File: config.mk
export PLATFORM = sky130hd
export DESIGN_NAME = fdiv_half_precision
export DESIGN_NICKNAME = d
export VERILOG_FILES = /design/src/rtl/fdiv_half_precision.sv
export SDC_FILE = /design/constraint.sdc
export NUM_CORES = 1
export LEC_CHECK = 0
export ABC_AREA = 1
export BUFFER_PORTS_ARGS = -buffer_cell sky130_fd_sc_hd__buf_2
export CORE_MARGIN = 3
export CORE_UTILIZATION = 59
export DETAILED_ROUTE_END_ITERATION = 7
export PLACE_DENSITY = 0.85
export SLEW_MARGIN = 10
export SYNTH_ARGS = -nofsm -noshare
export SYNTH_HDL_FRONTEND = slang
export SYNTH_SLANG_ARGS = --single-unit
File: constraint.sdc
create_clock -name in_Clk -period 4.9 [get_ports in_Clk]
set_input_delay 0.49 -clock in_Clk [delete_from_list [all_inputs] [get_ports in_Clk]]
set_output_delay 0.49 -clock in_Clk [all_outputs]
set_load 0.005 [all_outputs]
File: src/rtl/fdiv_half_precision.sv
// fdiv_half_precision: multi-cycle half-precision divider.
// The quotient comes from a 12-step restoring division, so a normal
// operation takes 13 edges and a special operation takes 1 edge.
//   in_Clk, in_Reset_n         clock and asynchronous active-low reset
//   in_Start                   request; sampled only in IDLE
//   in_Sign/Exponent/Mantissa  _1 is the dividend, _2 is the divisor
//   out_Sign/Exponent/Mantissa quotient; held until the next result
//   out_Busy                   high whenever the FSM is not IDLE
//   out_Done                   one-cycle pulse after the result is written
//   SC_*                       status flags; cleared when a request is accepted
module fdiv_half_precision (
  input  logic       in_Clk,
  input  logic       in_Reset_n,
  input  logic       in_Start,
  input  logic       in_Sign_1,
  input  logic [4:0] in_Exponent_1,
  input  logic [9:0] in_Mantissa_1,
  input  logic       in_Sign_2,
  input  logic [4:0] in_Exponent_2,
  input  logic [9:0] in_Mantissa_2,
  output logic       out_Sign,
  output logic [4:0] out_Exponent,
  output logic [9:0] out_Mantissa,
  output logic       out_Busy,
  output logic       out_Done,
  output logic       SC_Exponent_Overflow,
  output logic       SC_Exponent_Underflow,
  output logic       SC_Divide_By_Zero
);
  typedef enum logic [1:0] {IDLE, DIVIDE, NORMALIZE} state_e;

  state_e      state_q, state_d;
  logic        sign_q, sign_d;
  logic [4:0]  e1_q, e1_d, e2_q, e2_d;
  logic        z1_q, z1_d, i1_q, i1_d, z2_q, z2_d, i2_q, i2_d;
  logic [11:0] rem_q, rem_d;
  logic [10:0] div_q, div_d;
  logic [11:0] quo_q, quo_d;
  logic [3:0]  cnt_q, cnt_d;
  logic        osgn_q, osgn_d;
  logic [4:0]  oexp_q, oexp_d;
  logic [9:0]  oman_q, oman_d;
  logic        done_q, done_d, ovf_q, ovf_d, unf_q, unf_d, dbz_q, dbz_d;

  logic              z1_in, i1_in, z2_in, i2_in, qbit;
  logic [11:0]       diff;
  logic signed [6:0] ex, en;

  assign z1_in = (in_Exponent_1 == 5'd0)  && (in_Mantissa_1 == 10'd0);
  assign i1_in = (in_Exponent_1 == 5'h1f) && (in_Mantissa_1 == 10'h3ff);
  assign z2_in = (in_Exponent_2 == 5'd0)  && (in_Mantissa_2 == 10'd0);
  assign i2_in = (in_Exponent_2 == 5'h1f) && (in_Mantissa_2 == 10'h3ff);

  always_comb begin
    state_d = state_q;
    sign_d  = sign_q;
    e1_d    = e1_q;
    e2_d    = e2_q;
    z1_d    = z1_q;
    i1_d    = i1_q;
    z2_d    = z2_q;
    i2_d    = i2_q;
    rem_d   = rem_q;
    div_d   = div_q;
    quo_d   = quo_q;
    cnt_d   = cnt_q;
    osgn_d  = osgn_q;
    oexp_d  = oexp_q;
    oman_d  = oman_q;
    done_d  = 1'b0;
    ovf_d   = ovf_q;
    unf_d   = unf_q;
    dbz_d   = dbz_q;
    qbit    = 1'b0;
    diff    = 12'd0;
    ex      = 7'sd0;
    en      = 7'sd0;
    case (state_q)
      IDLE: begin
        if (in_Start) begin
          sign_d  = in_Sign_1 ^ in_Sign_2;
          e1_d    = in_Exponent_1;
          e2_d    = in_Exponent_2;
          z1_d    = z1_in;
          i1_d    = i1_in;
          z2_d    = z2_in;
          i2_d    = i2_in;
          rem_d   = {2'b01, in_Mantissa_1};
          div_d   = {1'b1, in_Mantissa_2};
          quo_d   = 12'd0;
          cnt_d   = 4'd0;
          ovf_d   = 1'b0;
          unf_d   = 1'b0;
          dbz_d   = 1'b0;
          state_d = (z1_in || i1_in || z2_in || i2_in) ? NORMALIZE : DIVIDE;
        end
      end
      DIVIDE: begin
        // rem < 2*div holds at every step, so 12 bits always fit
        if (rem_q >= {1'b0, div_q}) begin
          qbit = 1'b1;
          diff = rem_q - {1'b0, div_q};
        end else begin
          diff = rem_q;
        end
        rem_d = {diff[10:0], 1'b0};
        quo_d = {quo_q[10:0], qbit};
        cnt_d = cnt_q + 4'd1;
        if (cnt_q == 4'd11) state_d = NORMALIZE;
      end
      NORMALIZE: begin
        done_d  = 1'b1;
        osgn_d  = sign_q;
        state_d = IDLE;
        if (z2_q) begin
          dbz_d  = 1'b1;
          oexp_d = z1_q ? 5'd0 : 5'h1f;
          oman_d = z1_q ? 10'd0 : 10'h3ff;
        end else if (z1_q || (i2_q && !i1_q)) begin
          oexp_d = 5'd0;
          oman_d = 10'd0;
        end else if (i1_q) begin
          oexp_d = 5'h1f;
          oman_d = 10'h3ff;
        end else begin
          ex = $signed({2'b00, e1_q}) - $signed({2'b00, e2_q}) + 7'sd15;
          en = quo_q[11] ? ex : ex - 7'sd1;
          oman_d = quo_q[11] ? quo_q[10:1] : quo_q[9:0];
          oexp_d = en[4:0];
          if (en >= 7'sd31) begin
            ovf_d  = 1'b1;
            oexp_d = 5'h1f;
            oman_d = 10'h3ff;
          end else if (en <= 7'sd0) begin
            unf_d  = 1'b1;
            oexp_d = 5'd0;
            oman_d = 10'd0;
          end
        end
      end
      default: state_d = IDLE;
    endcase
  end

  always_ff @(posedge in_Clk or negedge in_Reset_n) begin
    if (!in_Reset_n) begin
      state_q <= IDLE;
      sign_q  <= 1'b0;
      e1_q    <= 5'd0;
      e2_q    <= 5'd0;
      z1_q    <= 1'b0;
      i1_q    <= 1'b0;
      z2_q    <= 1'b0;
      i2_q    <= 1'b0;
      rem_q   <= 12'd0;
      div_q   <= 11'd0;
      quo_q   <= 12'd0;
      cnt_q   <= 4'd0;
      osgn_q  <= 1'b0;
      oexp_q  <= 5'd0;
      oman_q  <= 10'd0;
      done_q  <= 1'b0;
      ovf_q   <= 1'b0;
      unf_q   <= 1'b0;
      dbz_q   <= 1'b0;
    end else begin
      state_q <= state_d;
      sign_q  <= sign_d;
      e1_q    <= e1_d;
      e2_q    <= e2_d;
      z1_q    <= z1_d;
      i1_q    <= i1_d;
      z2_q    <= z2_d;
      i2_q    <= i2_d;
      rem_q   <= rem_d;
      div_q   <= div_d;
      quo_q   <= quo_d;
      cnt_q   <= cnt_d;
      osgn_q  <= osgn_d;
      oexp_q  <= oexp_d;
      oman_q  <= oman_d;
      done_q  <= done_d;
      ovf_q   <= ovf_d;
      unf_q   <= unf_d;
      dbz_q   <= dbz_d;
    end
  end

  assign out_Sign              = osgn_q;
  assign out_Exponent          = oexp_q;
  assign out_Mantissa          = oman_q;
  assign out_Busy              = (state_q != IDLE);
  assign out_Done              = done_q;
  assign SC_Exponent_Overflow  = ovf_q;
  assign SC_Exponent_Underflow = unf_q;
  assign SC_Divide_By_Zero     = dbz_q;
endmodule
==> metrics, run 1 <==
htree depth 3; most common cell after layout, fill and taps aside nand2_1; Mapped Cells 616; fill count 628; starting density of the core 0.609; Setup TNS 0 ns; R2R Path End rem_q[4]$_DFFE_PN0P_; Crit Path Max Fanout 17; CTS Root Cell clkbuf_8; area of the die 9120 um2; n_diodes 0; hold crit path type input port to async pin; relative max-transition margin 0.275; vias in the first global route 4,165; Final GP Congestion 0.910; multi-input logic area 2410 um2; utilization after layout 0.675; fin nets 720; RSZ-0062 raised after global routing false; final hold slack 0.325 ns; CTS Hold Bufs 0; first-pass GRT wire length 18,300 um; Yosys cell types 43; R2R cell count 12; initial antenna violation count 0; CP Class flip-flop to flip-flop; # DRC 0; drt initial violations 253; register area 1900 um2; GRT Util Overall 0.254; crit share post-route 0.617; post-synthesis register bit count 76; Die W 95.5 um; CP Launch Type flip-flop; top_reg_cell synth dfrtp_1; Slew Viols, Final 0; post-cts sizing count 0; Ports 56; hpwl dp 7950 um; Worst Setup SP rem_q[0]$_DFFE_PN0P_; TritonCTS buffer count 9; Crit path arrival time 3.29 ns; Max Buffers Root-to-Sink 2; die height 95.5 um; Syn-to-layout area delta 10.9%; number of synthesized flops with an enable pin 0; Setup violations, final 0; fmax 0.331 GHz; MaxCap Viol Count 0; CTS clock-pin slew for the worst setup and hold paths 0.08 ns; Synth Warn # 0; sequential cell area fraction in the yosys report 0.402; largest net degree at the start of global routing 49; DRT Wirelength 10,700 um; Final Skew 0.0156 ns; Least-Margin Pin Slew 1.08 ns; share of cells above drive strength 1 0.183; Synth async-reset ratio 1.00; Avg WL per Cell 13.9 um; ANT nets after route 0; Tmin final 3.02 ns; Slowest-stage cell, CP fa_1; Clock Sinks 76; syn_nets 672; vias per inst 5.58; synthesized area 4730 um2; PortBufs 55; FP Rows 32; CP endpoint kind flip-flop; via count 4,295; GRT Residual Overflow 0; CP cell instances inv_1 -> ha_1 -> fa_1 -> o21ai_0 -> a21oi_1 -> o21ai_0 -> nand2_1 -> nand2_1 -> inv_1 -> a21oi_1 -> o21ai_0 -> a22oi_1; Worst R2R Start rem_q[0]$_DFFE_PN0P_; postcts setup bufs 0; drt first pass iters 7; crit-path max cell delay 0.41 ns; most frequent cells in the layout nand2_1, inv_1, dfrtp_1; Hold Fails Final Rpt 0; area of the core 7770 um2; R2R Setup Slk 1.88 ns; WP data required 5.17 ns; outcome complete, no violations; clock latency on the worst-skew pair 0.36 ns; Critical Path Most Common Cell o21ai_0; syn avg cell area 7.68 um2; CTS tree built
## layout make-up
type,instances,share of cell area
tap,102,0.0243
timing repair buffer,58,0.0568
inverter,85,0.0608
multi-input combinational,434,0.459
clock inverter,6,0.0124
clock buffer,9,0.0236
sequential,76,0.363
## metal layers
layer	track usage	wire length, um	up-vias
li1	-	-	2121
met1	0.310	4580	2024
met2	0.439	5370	117
met3	0.0379	475	33
met4	0.122	306	0
met5	0	0	-
## worst max-delay path by stage
stage / to / slack, ns / cells past startpoint
2_1_floorplan: out_Exponent[2]$_DFFE_PN0P_ / 2.28 / 17
3_5_place_dp: out_Mantissa[1]$_DFFE_PN0P_ / 1.87 / 16
4_1_cts: out_Mantissa[3]$_DFFE_PN0P_ / 1.87 / 16
5_1_grt: out_Mantissa[1]$_DFFE_PN0P_ / 1.61 / 16
3_3_place_gp: out_Mantissa[1]$_DFFE_PN0P_ / 2.04 / 15
6_report: rem_q[4]$_DFFE_PN0P_ / 1.88 / 12
## critical path: cells and delay by family, from the launching register on
kind | cells | cell delay (ns)
buf+inv | 2 | 0.24
simple gates | 2 | 0.50
fa+ha+maj | 2 | 0.65
compound gates | 6 | 1.17
flops | 1 | 0.36
## registers in the layout, indices dropped and copies added, names as in the netlist, 2 cells and up
register	cells
rem_q	12
e2_q	5
cnt_q	4
quo_q	12
out_Mantissa	10
out_Exponent	5
state_q	2
e1_q	5
div_q	11
## cell families (layout without fill, tap and decap cells)
logic type,Yosys count,count (layout),synth area share
mux,1,1,0.00212
flops,76,76,0.402
compound gates,126,126,0.157
simple gates,278,278,0.275
buf+inv,106,158,0.0894
fa+ha+maj,21,21,0.0587
xor+xnor,8,8,0.0148
## Yosys cell counts, drive strengths merged, types with 5 or more instances
cell type  instances  share of area
dfrtp             76           0.40
nand3             49          0.067
nor3               5         0.0053
o22ai             13          0.017
nor4               7         0.0093
xor2               6          0.011
clkbuf            14          0.011
buf                7          0.011
ha                19          0.050
nand2            151           0.13
nand4              8          0.011
nor2              53          0.044
a21oi             35          0.047
inv               85          0.067
o21ai             63          0.067
## metrics by stage
stage / cell area (um2) / cells / setup WS [ns]
after floorplan: 4730 / 616 / 2.28
after global placement: 5050 / 755 / 2.04
after detailed placement: 5050 / 755 / 1.87
after CTS: 5240 / 770 / 1.87
after global routing: 5250 / 770 / 1.61
final: 5250 / 770 / 1.88
Power of run 1 is not shown: default switching activity piles up to over one toggle a cycle in this logic, so the estimate is an artifact.
==> run 2, diff against run 1 <==
--- a/config.mk
+++ b/config.mk
@@ -5,7 +5,7 @@
 export SDC_FILE = /design/constraint.sdc
 export NUM_CORES = 1
 export LEC_CHECK = 0
-export ABC_AREA = 1
+export ABC_AREA = 0
 export BUFFER_PORTS_ARGS = -buffer_cell sky130_fd_sc_hd__buf_2
 export CORE_MARGIN = 3
 export CORE_UTILIZATION = 59
==> constraint.sdc (replaced) <==
create_clock -name in_Clk -period 3.17 [get_ports in_Clk]
set_input_delay 0.317 -clock in_Clk [delete_from_list [all_inputs] [get_ports in_Clk]]
set_output_delay 0.317 -clock in_Clk [all_outputs]
set_load 0.005 [all_outputs]
==> metrics, run 2 <==
hold crit path type input port to async pin; crit share post-route 0.967 (+0.350); Crit path arrival time 3.35 ns (+0.06 ns); Yosys cell types 58 (+35%); fill count 576 (-8.3%); via count 3,817 (-11%); Slew Viols, Final 0 (unchanged); FP Rows 31 (-3.1%); hpwl dp 7600 um (-4.5%); final instance area 5170 um2 (-1.4%); multi-input logic area 2510 um2 (+4.4%); post-synth top area share 0.414 (+0.0118); # DRC 0 (unchanged); Final Skew 0.0132 ns (-0.00243 ns); top_reg_cell synth dfrtp_1; Syn-to-layout area delta 12.6%; Tmin final 3.07 ns (+0.0417 ns); initial antenna violation count 0 (unchanged); outcome complete, no violations; Synth async-reset ratio 1.00 (unchanged); vias in the first global route 3,758 (-9.8%); Mapped Cells 479 (-22%); Ports 56 (unchanged); register area 1900 um2 (unchanged); GRT Residual Overflow 0 (unchanged); PortBufs 55 (unchanged); R2R cell count 12 (unchanged); area of the die 8880 um2 (-2.7%); Placed Cells 620 (-18%); R2R Setup Slk 0.10 ns (-1.77 ns); R2R Path End out_Mantissa[0]$_DFFE_PN0P_; syn avg cell area 9.59 um2 (+25%); vias per inst 5.98 (+7.3%); Yosys top cell by area dfrtp_1; fin cells 638 (-17%); Setup violations, final 0 (unchanged); CTS tree built; relative max-transition margin 0.368 (+0.0932); first-pass GRT wire length 17,900 um (-2.3%); post-synthesis register bit count 76 (unchanged); biggest regs quo_q (12), rem_q (12), div_q (11); drt initial violations 226 (-11%); CP endpoint kind flip-flop; starting density of the core 0.620 (+0.0113); ANT nets after route 0 (unchanged); most frequent cells in the layout dfrtp_1, nand2_1, buf_2; setup ws final 0.105 ns (-1.77 ns); clock latency on the worst-skew pair 0.36 ns (about the same); CTS clock-pin slew for the worst setup and hold paths 0.09 ns (about the same); syn_nets 535 (-20%); Clock Sinks 76 (unchanged); fin nets 590 (-18%); synthesized area 4590 um2 (-2.9%); WP data required 3.45 ns (-1.72 ns); htree depth 3 (unchanged); CP Class flip-flop to flip-flop; Worst R2R Start e1_q[0]$_DFFE_PN0P_; MaxCap Viol Count 0 (unchanged); n_diodes 0 (unchanged); GRT Util Overall 0.257 (+0.00283); area of the core 7410 um2 (-4.6%); share of cells above drive strength 1 0.263 (+0.0808); drt first pass iters 5 (-2); CTS Hold Bufs 0 (unchanged); largest net degree at the start of global routing 77 (+57%); Worst Setup SP e1_q[0]$_DFFE_PN0P_; Hold Fails Final Rpt 0 (unchanged); DRT Wirelength 10,800 um (+0.89%); most common cell after layout, fill and taps aside dfrtp_1; Synth Warn # 0 (unchanged); TritonCTS buffer count 9 (unchanged); Avg WL per Cell 17.0 um (+22%); Max Buffers Root-to-Sink 2 (unchanged); Final GP Congestion 0.855 (-6.0%); number of synthesized flops with an enable pin 0 (unchanged); Crit Path Max Fanout 14 (-3); sequential cell area fraction in the yosys report 0.414 (+0.0118); fmax 0.326 GHz (-1.4%); Area contributors post-synth dfrtp_1, mux2_2, o21ai_0, ha_1, nand2_1; utilization after layout 0.698 (+0.0231); dpl ws 0.00334 ns (-1.87 ns); Die W 94.2 um (-1.4%); die height 94.2 um (-1.4%); CTS Root Cell clkbuf_8; Least-Margin Pin Slew 0.948 ns (-0.136 ns); top-count cell post-synth dfrtp_1; most instantiated cells after synthesis dfrtp_1, nand2_1, o21ai_0; Area after DPL 4940 um2 (-2.2%); CP Launch Type flip-flop
run 2: metal layers:
layer  vias to the layer above  global-route usage  share of wire
li1                       1831                   -              -
met1                      1846               0.331           0.43
met2                       122               0.438           0.50
met3                        18              0.0513          0.051
met4                         0              0.0758          0.017
met5                         -                   0              0
run 2: repair_timing:
item,CTS,global route
hold endpoints to repair,0,0
gates cloned,0,0
setup buffers,0,2
pin swaps,1,1
endpoints found under the setup margin,1,15
resized for setup,0,6
run 2: through the flow:
step | hold WS (ns) | setup TNS [ns]
after CTS | 0.133 | 0
after floorplan | 0.0214 | 0
after global placement | 0.429 | 0
after detailed placement | 0.434 | 0
final | 0.0794 | 0
after global routing | 0.166 | -0.127
run 2: worst max path at each step:
stage	slack (ns)	cells after the start	to
floorplan	0.35	11	out_Exponent[0]$_DFFE_PN0P_
global placement	0.23	11	out_Mantissa[8]$_DFFE_PN0P_
detailed placement	0.003	11	out_Mantissa[0]$_DFFE_PN0P_
CTS	0.01	11	out_Mantissa[0]$_DFFE_PN0P_
global route	-0.06	12	out_Mantissa[0]$_DFFE_PN0P_
finish	0.10	12	out_Mantissa[0]$_DFFE_PN0P_
run 2: layout make-up:
class,instances,area share
Multi-Input combinational cell,358,0.486
Sequential cell,76,0.368
Timing Repair Buffer,64,0.0692
Clock buffer,9,0.0239
Tap cell,99,0.0239
Inverter,25,0.0181
Clock inverter,7,0.0111
run 2: kinds of logic (layout without fill, tap and decap cells):
logic type,count (synthesis),in the layout,synth area share
flops,76,76,0.414
buf+inv,45,105,0.0439
mux,55,55,0.133
fa+ha+maj,21,21,0.0605
xor+xnor,12,12,0.0278
compound gates,114,114,0.152
simple gates,156,156,0.169
run 2: critical path: stages (launching register included):
cell and delay [ns]:
dfrtp_1 0.35, inv_1 0.05, ha_1 0.22, fa_1 0.52
ha_1 0.30, or2b_4 0.25, nand2_1 0.08, o2bb2ai_1 0.17
mux2i_2 0.26, mux2i_2 0.34, a211oi_4 0.09, buf_4 0.20
a21oi_1 0.16
Power of run 2 is left out for the same reason.
==> run 3, diff against run 2 <==
--- a/config.mk
+++ b/config.mk
@@ -8,9 +8,9 @@
 export ABC_AREA = 0
 export BUFFER_PORTS_ARGS = -buffer_cell sky130_fd_sc_hd__buf_2
 export CORE_MARGIN = 3
-export CORE_UTILIZATION = 59
+export CORE_UTILIZATION = 30
 export DETAILED_ROUTE_END_ITERATION = 7
-export PLACE_DENSITY = 0.85
+export PLACE_DENSITY = 0.51
 export SLEW_MARGIN = 10
 export SYNTH_ARGS = -nofsm -noshare
 export SYNTH_HDL_FRONTEND = slang
==> metrics, run 3 (synthesis results as in run 2) <==
clock latency on the worst-skew pair 0.33 ns (-0.03 ns); hpwl dp 8230 um (+8.3%); R2R cell count 12 (unchanged); fmax 0.334 GHz (+2.4%); postcts setup bufs 0 (unchanged); fill count 1,531 (+170%); Final GP Congestion 0.812 (-5.1%); CTS Root Cell clkbuf_16; starting density of the core 0.311 (-0.309); MaxCap Viol Count 0 (unchanged); Placed Cells 706 (+14%); most frequent cells in the layout dfrtp_1, nand2_1, buf_2; CP endpoint kind flip-flop; Hold Fails Final Rpt 0 (unchanged); relative max-transition margin 0.343 (-0.0252); met1 WL 5590 um (+20%); Ports 56 (unchanged); Tmin final 2.99 ns (-0.0729 ns); area of the core 14,800 um2 (+99%); Syn-to-layout area delta 16.6%; WP data required 3.38 ns (-0.07 ns); CP delay by family, top adder cells; share of cells above drive strength 1 0.257 (-0.00647); WL met2 5220 um (-3.5%); TritonCTS buffer count 9 (unchanged); Die W 130 um (+38%); htree depth 3 (unchanged); crit-path max cell delay 0.58 ns (+0.06 ns); largest net degree at the start of global routing 77 (unchanged); hold crit path type input port to async pin; CP bufs+invs 2 (unchanged); Slowest-stage cell, CP fa_1; Max Buffers Root-to-Sink 2 (unchanged); biggest regs quo_q (12), rem_q (12), div_q (11); GRT Util Overall 0.141 (-0.116); # DRC 0 (unchanged); Setup violations, final 0 (unchanged); Avg WL per Cell 15.9 um (-6.6%); Crit path arrival time 3.20 ns (-0.15 ns); drt first pass iters 5 (unchanged); CP Launch Type flip-flop; first-pass GRT wire length 18,700 um (+4.4%); CTS clock-pin slew for the worst setup and hold paths 0.06 ns (-0.03 ns); vias in the first global route 3,670 (-2.3%); CP cell instances inv_1 -> ha_1 -> fa_1 -> ha_2 -> xnor3_2 -> xor2_1 -> o22ai_1 -> o2111a_1 -> a211oi_4 -> buf_4 -> o21ai_0 -> a21oi_1; drt initial violations 288 (+27%); n_diodes 0 (unchanged); Crit Path Max Fanout 15 (+1); Worst Setup SP e1_q[0]$_DFFE_PN0P_; area of the die 16,800 um2 (+90%); top sig layer met4; FP Rows 44 (+42%); via count 3,679 (-3.6%); Least-Margin Pin Slew 0.986 ns (+0.0378 ns); die height 130 um (+38%); initial antenna violation count 0 (unchanged); ANT nets after route 0 (unchanged); PortBufs 55 (unchanged); Clock Sinks 76 (unchanged); Final Skew 0.00544 ns (-0.00772 ns); R2R Path End out_Exponent[2]$_DFFE_PN0P_; most common cell after layout, fill and taps aside dfrtp_1; CP Class flip-flop to flip-flop; DR WL met3 514 um (-7.7%); Setup TNS 0 ns (unchanged); vias per inst 5.10 (-15%); outcome complete, no violations; crit share post-route 0.944 (-0.0230); fin cells 721 (+13%); DRT Wirelength 11,400 um (+5.6%); GRT Residual Overflow 0 (unchanged); Worst R2R Start e1_q[0]$_DFFE_PN0P_; fin nets 589 (-0.17%); R2R Setup Slk 0.18 ns (+0.07 ns); Slew Viols, Final 0 (unchanged); CTS tree built
run 3: changes by cell type in the layout (fill, tap and decap cells not counted), moves of 2 or more:
cell / delta
clkinv_2: +2
clkinvlp_4: -2
clkbuf_8: -9
clkbuf_16: +9
inv_6: -3
run 3: final cells by class:
| type | count | area, um2 | share of cell area |
|---|---|---|---|
| repair buffers | 63 | 338 | 0.0631 |
| well taps | 184 | 230 | 0.0430 |
| clock buffers | 10 | 229 | 0.0428 |
| clock inverters | 5 | 53.8 | 0.0100 |
| inverters | 25 | 93.8 | 0.0175 |
| multi-input cells | 358 | 2510 | 0.468 |
| flip-flops and latches | 76 | 1900 | 0.355 |
run 3: repair_timing:
item,4_1_cts,5_1_grt
hold buffers,0,0
endpoints found under the setup margin,0,14
resized for setup,0,5
run 3: worst max-delay path by stage:
stage | end | slack, ns | cells after the start
after floorplan | out_Exponent[0]$_DFFE_PN0P_ | 0.35 | 11
after global placement | out_Mantissa[3]$_DFFE_PN0P_ | 0.23 | 11
after detailed placement | out_Exponent[3]$_DFFE_PN0P_ | 0.13 | 11
after CTS | out_Exponent[3]$_DFFE_PN0P_ | 0.13 | 11
after global routing | out_Exponent[3]$_DFFE_PN0P_ | -0.001 | 12
final | out_Exponent[2]$_DFFE_PN0P_ | 0.18 | 12
run 3: metrics by stage:
| step | hold slack, ns | instance area [um2] | setup slack [ns] | utilization |
|---|---|---|---|---|
| 2_1_floorplan | 0.0214 | 4590 | 0.350 | - |
| 3_3_place_gp | 0.436 | 5060 | 0.231 | 0.343 |
| 3_5_place_dp | 0.438 | 5060 | 0.131 | 0.343 |
| 4_1_cts | 0.189 | 5340 | 0.129 | 0.362 |
| 5_1_grt | 0.221 | 5360 | -0.00105 | 0.363 |
| 6_report | 0.137 | 5360 | 0.178 | 0.363 |
run 3: layer usage:
metal  up-vias  track usage
met5         -            0
li1       1823            -
met4         0       0.0416
met1      1761        0.196
met2        89        0.219
met3         6       0.0336
run 3: worst register-to-register path: stages (launching register included):
cell	delay [ns]
dfrtp_1	0.35
inv_1	0.05
ha_1	0.22
fa_1	0.58
ha_2	0.24
xnor3_2	0.33
xor2_1	0.17
o22ai_1	0.13
o2111a_1	0.26
a211oi_4	0.04
buf_4	0.18
o21ai_0	0.22
a21oi_1	0.11
Power of run 3 is left out for the same reason.
